`config.mk`:
```
export PLATFORM = sky130hd
export DESIGN_NAME = pc_sequencer
export DESIGN_NICKNAME = d
export VERILOG_FILES = /design/src/rtl/pc_sequencer.sv
export SDC_FILE = /design/constraint.sdc
export NUM_CORES = 1
export LEC_CHECK = 0
export CORE_UTILIZATION = 44
export CTS_CLUSTER_SIZE = 40
export DETAILED_ROUTE_END_ITERATION = 10
export PLACE_DENSITY_LB_ADDON = 0.15
export SLEW_MARGIN = 40
export SYNTH_ARGS = -nofsm -noshare
export SYNTH_HDL_FRONTEND = slang
export SYNTH_SLANG_ARGS = --single-unit
```
`constraint.sdc`:
```
create_clock -name clk -period 2.31 [get_ports clk]
set_clock_uncertainty 0.2 [all_clocks]
set_input_delay 0.5775 -clock clk [delete_from_list [all_inputs] [get_ports clk]]
set_output_delay 0.5775 -clock clk [all_outputs]
set_load 0.005 [all_outputs]
```
`src/rtl/pc_sequencer.sv`:
```
// -----------------------------------------------------------------------------
// pc_sequencer
//
// Program-counter sequencer. This block requests branch targets from the
// PC_LUT branch-target lookup. It sits between the decode stage, which
// supplies branch_en and branch_tag, and instruction memory, which takes pc.
//
// In normal operation the PC advances by one each cycle. A taken branch
// registers its tag on lut_tag and spends one BRANCH cycle waiting for the
// combinational lut_target. The sequencer then loads pc from lut_target and
// returns to RUN. stall freezes the sequencer. halt_req parks it in DONE,
// where it stays until the next start.
//
// Ports
//   clk         in   1      rising-edge clock
//   reset       in   1      asynchronous, active-high reset
//   start       in   1      1-cycle pulse; (re)starts execution at START_ADDR
//   stall       in   1      hold pc and state this cycle
//   halt_req    in   1      stop execution and enter DONE
//   branch_en   in   1      taken branch this cycle; tag on branch_tag
//   branch_tag  in   TAG_W  branch tag to look up
//   lut_tag     out  TAG_W  registered tag presented to PC_LUT
//   lut_target  in   PC_W   PC_LUT combinational result for lut_tag
//   pc          out  PC_W   current fetch address (registered)
//   running     out  1      1 while in RUN or BRANCH (registered)
//   done        out  1      1 while in DONE (registered)
// -----------------------------------------------------------------------------
module pc_sequencer #(
  parameter int                 PC_W       = 12,
  parameter int                 TAG_W      = 8,
  parameter logic [PC_W-1:0]    START_ADDR = '0
) (
  input  logic              clk,
  input  logic              reset,
  input  logic              start,
  input  logic              stall,
  input  logic              halt_req,
  input  logic              branch_en,
  input  logic [TAG_W-1:0]  branch_tag,
  output logic [TAG_W-1:0]  lut_tag,
  input  logic [PC_W-1:0]   lut_target,
  output logic [PC_W-1:0]   pc,
  output logic              running,
  output logic              done
);

  typedef enum logic [1:0] {
    ST_IDLE   = 2'd0,
    ST_RUN    = 2'd1,
    ST_BRANCH = 2'd2,
    ST_DONE   = 2'd3
  } state_t;

  state_t             state_q;
  logic [PC_W-1:0]    pc_q;
  logic [TAG_W-1:0]   lut_tag_q;
  logic               running_q;
  logic               done_q;

  // Sequential increment. The carry out of the top bit is dropped, so
  // 0xFFF + 1 wraps to 0x000 without raising any flag.
  logic [PC_W-1:0]    pc_inc_d;
  assign pc_inc_d = pc_q + PC_W'(1);

  // The FSM and all its outputs live in one clocked process. running and done
  // are updated together with every state change. As a result they always
  // match the state, and they leave the block glitch-free.
  // NOTE: every register below is assigned with <= so that all of them sample
  // the values from before the edge. With = they would see each other's new
  // values, and the behaviour would depend on statement order.
  always_ff @(posedge clk or posedge reset) begin
    if (reset) begin
      state_q   <= ST_IDLE;
      pc_q      <= START_ADDR;
      lut_tag_q <= '0;
      running_q <= 1'b0;
      done_q    <= 1'b0;
    end else begin
      case (state_q)
        // Waiting for the first start. Every other input is ignored here,
        // including branch_en.
        ST_IDLE: begin
          if (start) begin
            state_q   <= ST_RUN;
            pc_q      <= START_ADDR;
            running_q <= 1'b1;
            done_q    <= 1'b0;
          end
        end

        // Normal fetch. Priority is halt_req > stall > branch_en > increment.
        // A branch seen during a stall is dropped, because decode presents
        // it again once the stall clears.
        ST_RUN: begin
          if (halt_req) begin
            state_q   <= ST_DONE;
            running_q <= 1'b0;
            done_q    <= 1'b1;
          end else if (stall) begin
            state_q   <= ST_RUN;
          end else if (branch_en) begin
            // pc holds for one bubble while PC_LUT resolves the new tag.
            state_q   <= ST_BRANCH;
            lut_tag_q <= branch_tag;
          end else begin
            pc_q      <= pc_inc_d;
          end
        end

        // lut_tag was registered on the previous edge, so lut_target is now
        // valid. lut_tag must stay unchanged here, including through a
        // stall, so that the target read at the end of this state belongs
        // to the accepted branch. A new branch_en is not accepted in this
        // state.
        ST_BRANCH: begin
          if (halt_req) begin
            // The pending branch is abandoned. pc keeps its pre-branch value.
            state_q   <= ST_DONE;
            running_q <= 1'b0;
            done_q    <= 1'b1;
          end else if (stall) begin
            state_q   <= ST_BRANCH;
          end else begin
            state_q   <= ST_RUN;
            pc_q      <= lut_target;
          end
        end

        // Parked. pc and lut_tag keep their last values. Only start leaves
        // this state. halt_req has no further effect.
        ST_DONE: begin
          if (start) begin
            state_q   <= ST_RUN;
            pc_q      <= START_ADDR;
            running_q <= 1'b1;
            done_q    <= 1'b0;
          end
        end

        default: begin
          state_q   <= ST_IDLE;
          pc_q      <= START_ADDR;
          running_q <= 1'b0;
          done_q    <= 1'b0;
        end
      endcase
    end
  end

  assign pc      = pc_q;
  assign lut_tag = lut_tag_q;
  assign running = running_q;
  assign done    = done_q;

endmodule

```
==> results.md, run 1 <==
* Status: finished, violations left
* Failing checks: DRC
* CTS buffer count at 3
* TritonCTS clock tree: yes
* Syn nets at 171
* Int Power at 1.58 mW
* Final Non-Filler Cells at ~230
* HP Class: reg -> reg
* FF-to-FF path depth at 5
* Clock power frac at 11.8%
* Synth-to-layout area growth at 44.8%
* Syn avg cell area at 9.49 sq um
* Worst setup startpoint: pc[2]
* Most frequent cells in the layout: clkdlybuf4s50_1, dfrtp_1, a21oi_1
* Final Cycle Share at 94.3%
* Total grt overflow at 0
* Capture point of the worst path: pc[2]
* RSZ-0062 raised after global routing: false
* Fin area at between 1500 and 2000 sq um
* Die height at 57.2 um
* Ant diodes at 0
* Residual DRC at 6
* Router iterations before antenna repair at 9
* Area leader, netlist: dfrtp_1
* RD Place Congestion at 0.795
* Reg2Reg Setup Slack at 0.31 ns
* Max frequency at 459 MHz
* Yosys cell types at 35
* DR WL/cell at about 15 um
* Initial antenna violation count at 0
* Routed WL at 3.37 mm
* R2r endpoint: pc[9]
* CTS hold repair buffers at 0
* Worst rel slew slack at between 70% and 80%
* CTS root buf: clkbuf_4
* Horizontal die dimension at 57.2 um
* CP required at 1.53 ns
* Switch Pwr at 0.995 mW
* Sw Ratio at 38.7%
* # resized after CTS at 0
* DR vias/cell at around 5.9
* Arr. time, crit path at 1.40 ns
* Tmin final at 2.18 ns
* Clock sinks at 24
* Worst Path Max Fanout at 9
* Pin count of the biggest net entering global routing at 25
* Worst path bufs/invs at 1
* Max cap viols at 0
* Worst r2r src: state_q[0]
* Vias post-DR at approximately 1300
* Final Hold Fails at 0
* Maximum VDD drop at about 740 uV
* Delay-heaviest family, CP: buffers and inverters
* Sequential fraction of the synthesis area at 44.9%
* Yosys reg bits at 24
* Placed Instance Area at 1890 sq um
* Die ar. at 3270 sq um
* Final setup viols at 0
* Port-buffer cells at 47
* Total number of yosys warnings at 0
* CORE AREA at 2830 sq um
* First-pass GRT wire length at slightly below 6 mm
* Post-synth top area share at roughly 45%
* P_leak at 0.807 nW
* Number of core rows at 19
* Post-Place Cells at 221
* Worst-path cell chain: clkdlybuf4s50_1
* Setup Buffers After CTS at 0
* Clk slew on worst S/H paths at approximately 0.14 ns
* Post-route ant nets at 0
* Synth top area cells: dfrtp_1, mux2_2, a21oi_1, ha_1, nand3_1
* Clk buf depth at 2
* Vias in the first global route at 1334
* Pwr per Cell Area at between 1000 and 1500 nW/um^2
* HPWL Detailed at 2.48 mm
* Iter 0 DRT Violations at between 40 and 50
* # H-tree levels at 1
* Flop pwr share at 32.3%
* Kind of critical path: reg -> out
* Max Slew Vio Count at 0
* Worst slew pin tran at between 0.3 and 0.4 ns
* CP Capture Type: output port
* Startpoint Class: register
* Initial core utilization at 47.3%
* Commonest non-fill, non-tap cell in the layout: clkdlybuf4s50_1
* Levels on crit path at 1
* Crit path max-delay cell type: clkdlybuf4s50_1
* Post-synthesis cell area at 1340 sq um
* Synthesized instance count at 141
* CP peak stage delay at 0.56 ns
* IO Pins at 48
* Post-layout util at 68.5%
* Ratio of cells with drive above 1 in the final layout at about an eighth
* Clock latency on the worst-skew pair at 0.32 ns
* Combinational share of power at a little under three fifths
* GRT Overall Usage at 22.7%
* Nets at 225
-- cells in the mapped netlist (all sizes together) --
| library cell | n |
|---|---|
| dfrtp | 24 |
| a21oi | 16 |
| nand3 | 10 |
| mux2 | 9 |
| nand2 | 9 |
| o21ai | 8 |
| inv | 7 |
| nor2 | 7 |
| nand4 | 6 |
| clkbuf | 5 |
| ha | 4 |
| and2 | 3 |
| and3 | 3 |
| o22a | 3 |
| o22ai | 3 |
| or4 | 3 |
| a211oi | 2 |
| a221oi | 2 |
| a22oi | 2 |
| buf | 2 |
| nor2b | 2 |
| a2bb2oi | 1 |
| a31oi | 1 |
| a32oi | 1 |
| a41oi | 1 |
| and4 | 1 |
| mux2i | 1 |
| nand2b | 1 |
| nor4 | 1 |
| o31ai | 1 |
| or3 | 1 |
| xor2 | 1 |
-- power by group through the flow --
| stage | registers [mW] | logic, mW | clock network, mW |
|---|---|---|---|
| after floorplan | 0.803 | 0.784 | 0 |
| after global placement | 0.819 | 1.37 | 0 |
| after detailed placement | 0.836 | 1.43 | 0 |
| after CTS | 0.830 | 1.44 | 0.308 |
| after global routing | 0.864 | 1.59 | 0.330 |
| final | 0.831 | 1.44 | 0.305 |
-- metrics by stage --
stage / hold WS (ns) / power, mW / worst slack, ns / TNS [ns]
2_1_floorplan: 0.286 / 1.59 / 0.427 / 0
3_3_place_gp: 0.281 / 2.19 / 0.00663 / 0
3_5_place_dp: 0.293 / 2.27 / -0.0485 / -0.105
4_1_cts: 0.322 / 2.58 / 0.131 / 0
5_1_grt: 0.341 / 2.79 / 0.0662 / 0
6_report: 0.318 / 2.57 / 0.131 / 0
-- how the worst min path moves through the flow --
stage / slack, ns / end / cells after the start / startpoint
final: 0.32 / running / 2 / running
after global routing: 0.34 / lut_tag[5] / 1 / lut_tag[5]
after detailed placement: 0.29 / running / 2 / running
after global placement: 0.28 / running / 2 / running
after CTS: 0.32 / running / 2 / running
after floorplan: 0.29 / running / 2 / running
-- area by class of cell --
cell class                      instances  area (sq um)
Fill cell                             234           891
Multi-Input combinational cell        103           682
Sequential cell                        24           601
Timing Repair Buffer                   56           538
Tap cell                               31          38.8
Clock inverter                          1          30.0
Inverter                                7          26.3
Clock buffer                            3          22.5
-- flip-flops by register name, indices dropped and copies added, names as in the netlist --
| signal | count |
|---|---|
| pc | 12 |
| lut_tag | 8 |
| state_q | 2 |
| done | 1 |
| running | 1 |
-- layer usage --
layer	vias to the layer above	GRT usage [%]	share of wire (%)
li1	629	-	-
met4	0	8.71	1.3
met5	-	0	0
met3	5	3.40	5.8
met1	644	26.7	43
met2	53	41.5	50
-- cells by family after synthesis --
logic type / Yosys count / synth area share, %
buf+inv: 14 / 4.21
xor+xnor: 1 / 0.654
compound gates: 41 / 19.7
fa+ha+maj: 4 / 3.74
mux: 10 / 8.32
simple gates: 47 / 18.5
flops: 24 / 44.9
(Power assumes the default switching activity.)
==> inputs of run 2 (changes only) <==
--- a/config.mk
+++ b/config.mk
@@ -5,9 +5,11 @@
 export SDC_FILE = /design/constraint.sdc
 export NUM_CORES = 1
 export LEC_CHECK = 0
+export CORE_MARGIN = 3
 export CORE_UTILIZATION = 44
 export CTS_CLUSTER_SIZE = 40
 export DETAILED_ROUTE_END_ITERATION = 10
+export GPL_ROUTABILITY_DRIVEN = 0
 export PLACE_DENSITY_LB_ADDON = 0.15
 export SLEW_MARGIN = 40
 export SYNTH_ARGS = -nofsm -noshare
==> run 2 against run 1 <==
The run now ends clean. Non-clock buffer count unchanged. Cell area stayed put. Sequential power decreased by 0.6%. Critical endpoint unchanged. Combinational power hardly changed. Via count increased by 0.45%. Fmax fell by 0.27%. Core utilization unchanged. Clock power barely moved. Global-route usage shrank 2.7 points. Total power is 0.17% lower. Critical path depth unchanged. Wire length grew 1.3%.
==> results.md, run 2 (synthesized netlist as in run 1, its figures left out) <==
* CP peak stage delay at approximately 0.56 ns
* Final Cycle Share at 94.6%
* Die ar. at 3740 sq um
* Clock latency on the worst-skew pair at 0.32 ns
* Total grt overflow at 0
* RSZ-0062 raised after global routing: false
* Arr. time, crit path at 1.41 ns
* Maximum VDD drop at between 700 and 800 uV
* Routed WL at 3.42 mm
* WHS Path Cells at 1
* Worst slew pin tran at a little under 0.4 ns
* Initial core utilization at 47.3%
* P_leak at 0.807 nW
* Initial antenna violation count at 0
* # resized after CTS at 0
* Final Hold Fails at 0
* Post-layout util at 68.5%
* Synth-to-layout area growth at 44.8%
* Levels on crit path at 1
* Clock power frac at a little under an eighth
* CP required at 1.53 ns
* Port-buffer cells at 47
* Combinational share of power at between 50% and 60%
* Max frequency at 458 MHz
* Ant diodes at 0
* # H-tree levels at 1
* Worst Path Max Fanout at 9
* Final setup viols at 0
* CTS buffer count at 3
* Router iterations before antenna repair at 4
* Tmin final at roughly 2.2 ns
* Worst path bufs/invs at 1
* Delay-heaviest family, CP: buffers and inverters
* CORE AREA at 2830 sq um
* Crit path max-delay cell type: clkdlybuf4s50_1
* CTS hold repair buffers at 0
* Switch Pwr at 0.989 mW
* First-pass GRT wire length at 5.62 mm
* TritonCTS clock tree: yes
* Vias post-DR at 1337
* Flop pwr share at ~32%
* Max reg flops at 12
* Clock sinks at 24
* Kind of critical path: reg -> out
* Residual DRC at 0
* Horizontal die dimension at between 60 and 70 um
* DR vias/cell at 5.94
* Pin count of the biggest net entering global routing at 25
* CTS root buf: clkbuf_4
* GRT Overall Usage at ~20%
* Setup Buffers After CTS at 0
* DR WL/cell at around 15 um
* Sw Ratio at 38.5%
* Max cap viols at 0
* Max Slew Vio Count at 0
* FF-to-FF path depth at 5
* Commonest non-fill, non-tap cell in the layout: clkdlybuf4s50_1
* Ratio of cells with drive above 1 in the final layout at 12.4%
* Die height at about 61 um
* Startpoint Class: register
* CP Capture Type: output port
* Vias in the first global route at 1312
* Number of core rows at 19
* Clk buf depth at 2
* Nets at 225
* Most frequent cells in the layout: clkdlybuf4s50_1, dfrtp_1, a21oi_1
* Status: finished clean
* Iter 0 DRT Violations at 53
* Pwr per Cell Area at 1330 nW/um^2
* Worst rel slew slack at 73.9%
* HPWL Detailed at between 2 and 3 mm
* Worst-path cell chain: clkdlybuf4s50_1
* Int Power at around 1.6 mW
* IO Pins at 48
* Total power at approximately 2.6 mW
* Clk slew on worst S/H paths at 0.13 ns
* Post-route ant nets at 0
* HP Class: reg -> reg
## run 2: power groups by stage
stage               sequential, mW  clock [mW]  combinational, mW
floorplan                    0.803           0              0.784
global placement             0.818           0               1.37
detailed placement           0.835           0               1.43
CTS                          0.828       0.310               1.43
global route                 0.869       0.325               1.59
finish                       0.826       0.306               1.44
## run 2: area by class of cell
class | count | area (sq um)
clock inverters | 1 | 30.0
clock buffers | 3 | 22.5
flip-flops and latches | 24 | 601
well taps | 31 | 38.8
repair buffers | 56 | 538
multi-input cells | 103 | 682
fillers | 222 | 891
inverters | 7 | 26.3
## run 2: through the flow
stage,setup TNS [ns],hold slack [ns],instances,area (sq um),setup slack [ns]
5_1_grt,0,0.336,225,1940,0.0278
3_3_place_gp,0,0.279,221,1890,0.0150
3_5_place_dp,-0.165,0.294,221,1890,-0.0586
2_1_floorplan,0,0.286,141,1340,0.427
4_1_cts,0,0.325,225,1940,0.113
6_report,0,0.322,225,1940,0.125
## run 2: worst paths after layout
kind / startpoint / endpoint / slack, ns
max reg2reg: state_q[1] / pc[9] / 0.29
max in group asynchronous: reset / state_q[1] / 1.29
min in group asynchronous: reset / lut_tag[1] / 0.39
max: pc[2] / pc[2] / 0.13
min: lut_tag[6] / lut_tag[6] / 0.32
min reg2reg: lut_tag[6] / lut_tag[6] / 0.32
## run 2: per-layer routing
metal / wire length (um) / up-vias / global-route usage [%]
li1: - / 634 / -
met1: 1420 / 633 / 24.7
met2: 1690 / 59 / 34.6
met3: 238 / 11 / 2.94
met4: 71 / 0 / 8.67
met5: 0 / - / 0
==> inputs of run 3 (changes only) <==
--- a/config.mk
+++ b/config.mk
@@ -5,13 +5,14 @@
 export SDC_FILE = /design/constraint.sdc
 export NUM_CORES = 1
 export LEC_CHECK = 0
+export CORE_ASPECT_RATIO = 1.25
 export CORE_MARGIN = 3
 export CORE_UTILIZATION = 44
 export CTS_CLUSTER_SIZE = 40
 export DETAILED_ROUTE_END_ITERATION = 10
 export GPL_ROUTABILITY_DRIVEN = 0
 export PLACE_DENSITY_LB_ADDON = 0.15
-export SLEW_MARGIN = 40
+export SLEW_MARGIN = 10
 export SYNTH_ARGS = -nofsm -noshare
 export SYNTH_HDL_FRONTEND = slang
 export SYNTH_SLANG_ARGS = --single-unit
==> constraint.sdc (replaced) <==
create_clock -name clk -period 2.05 [get_ports clk]
set_clock_uncertainty 0.2 [all_clocks]
set_input_delay 0.5125 -clock clk [delete_from_list [all_inputs] [get_ports clk]]
set_output_delay 0.5125 -clock clk [all_outputs]
set_load 0.005 [all_outputs]
==> run 3 against run 2 <==
Combinational power grew 35%. Largest power group unchanged. Core utilization grew 6.9 points. Clock power grew 17%. First-iteration DRC count shrank 21%. Wire length grew 14%. Worst hold slack lost 0.014 ns. Critical endpoint is now pc[10].
==> results.md, run 3 (synthesized netlist as in run 1, its figures left out) <==
* Status: finished clean
* Pin count of the biggest net entering global routing at 25
* Post-route ant nets at 0
* Sw Ratio at 37.8%
* Max cap viols at 0
* Final Non-Filler Cells at 247
* HP Class: in -> async
* FF-to-FF path depth at 7
* Ratio of cells with drive above 1 in the final layout at 24.4%
* Synth-to-layout area growth at 56.8%
* Fin area at approximately 2100 sq um
* CP required at 1.34 ns
* TritonCTS clock tree: yes
* Reg2Reg Setup Slack at 0.09 ns
* Clock latency on the worst-skew pair at 0.33 ns
* Int Power at 2.00 mW
* Max Slew Vio Count at 0
* Final setup viols at 0
* RSZ-0062 raised after global routing: true
* DR vias/cell at 5.74
* HPWL Detailed at 2.78 mm
* Initial core utilization at 48.1%
* Crit path max-delay cell type: clkdlybuf4s50_1
* CTS buffer count at 3
* # H-tree levels at 1
* DR WL/cell at 15.7 um
* Placed Instance Area at 1960 sq um
* CTS hold repair buffers at 0
* Combinational share of power at 60.8%
* Iter 0 DRT Violations at 42
* Kind of critical path: reg -> out
* Vias post-DR at between 1000 and 1500
* Ant diodes at 0
* Worst rel slew slack at 70.0%
* CP peak stage delay at ~0.53 ns
* Total grt overflow at 0
* Delay-heaviest family, CP: buffers and inverters
* Commonest non-fill, non-tap cell in the layout: clkdlybuf4s50_1
* Final Cycle Share at 98.7%
* Routed WL at 3.88 mm
* Router iterations before antenna repair at 4
* Most frequent cells in the layout: clkdlybuf4s50_1, buf_4, dfrtp_1
* Clock sinks at 24
* Total power at around 3.2 mW
* GRT Overall Usage at between 20% and 30%
* Final hold slack at roughly 0.31 ns
* Maximum VDD drop at 975 uV
* Port-buffer cells at 47
* Die height at 67.7 um
* Tmin final at 2.02 ns
* Die ar. at 3740 sq um
* Worst-path cell chain: clkdlybuf4s50_1
* Dpl ws at -0.238 ns
* Max frequency at around 490 MHz
* CORE AREA at 2790 sq um
* Setup TNS at 0 ns
* Worst slew pin tran at 0.448 ns
* First-pass GRT wire length at between 6 and 7 mm
* Worst path bufs/invs at 1
* CTS root buf: clkbuf_4
* Clk buf depth at 2
* Vias in the first global route at 1412
* Switch Pwr at 1.22 mW
* Horizontal die dimension at 55.3 um
* Worst r2r src: state_q[0]
* Post-Place Cells at about 230
* P_leak at slightly below 0.9 nW
* Clk slew on worst S/H paths at 0.14 ns
* Final Hold Fails at 0
* Nets at ~240
* Pwr per Cell Area at between 1500 and 2000 nW/um^2
* Flop pwr share at 28.1%
* Startpoint Class: register
* Residual DRC at 0
* R2r endpoint: pc[3]
* Worst Path Max Fanout at 5
* Clock power frac at roughly 11%
* Final worst slack at between 0.02 and 0.03 ns
* Post-layout util at between 70% and 80%
* IO Pins at 48
* Arr. time, crit path at around 1.3 ns
* Number of core rows at 21
* CP Capture Type: output port
* Max reg flops at 12
* Initial antenna violation count at 0
==> run 3: layer usage <==
metal	vias to the layer above	part of all wire, %	GRT usage (%)
met2	51	51	38.9
met3	9	4.4	2.10
met1	688	42	24.0
met4	0	2.7	10.9
met5	-	0	0
li1	671	-	-
==> run 3: worst max-delay path by stage <==
stage | to | slack, ns | start | cells after the start
2_1_floorplan | pc[8] | 0.17 | state_q[0] | 5
3_3_place_gp | pc[10] | -0.18 | halt_req | 5
3_5_place_dp | pc[8] | -0.24 | halt_req | 5
4_1_cts | pc[2] | 0.004 | pc[2] | 1
5_1_grt | pc[3] | -0.01 | state_q[0] | 7
6_report | pc[10] | 0.03 | pc[10] | 1
==> run 3: area by class of cell <==
| cell class | instances | area, sq um |
|---|---|---|
| sequential | 24 | 608 |
| inverter | 7 | 26.3 |
| timing repair buffer | 75 | 681 |
| clock buffer | 3 | 22.5 |
| clock inverter | 1 | 30.0 |
| multi-input combinational | 103 | 689 |
| tap | 34 | 42.5 |
| fill | 225 | 686 |
==> run 3: timing repair <==
action,CTS,global route
resized for setup,5,4
setup endpoints to repair,7,12
hold endpoints to repair,0,0
gates cloned,0,0
pin swaps,0,2
buffers inserted,2,8
==> run 3: power by group through the flow <==
stage / logic [mW] / clock network [mW] / registers (mW)
floorplan: 0.883 / 0 / 0.905
global placement: 1.67 / 0 / 0.925
detailed placement: 1.75 / 0 / 0.939
CTS: 1.79 / 0.361 / 0.928
global route: 2.11 / 0.378 / 0.935
finish: 1.95 / 0.357 / 0.904
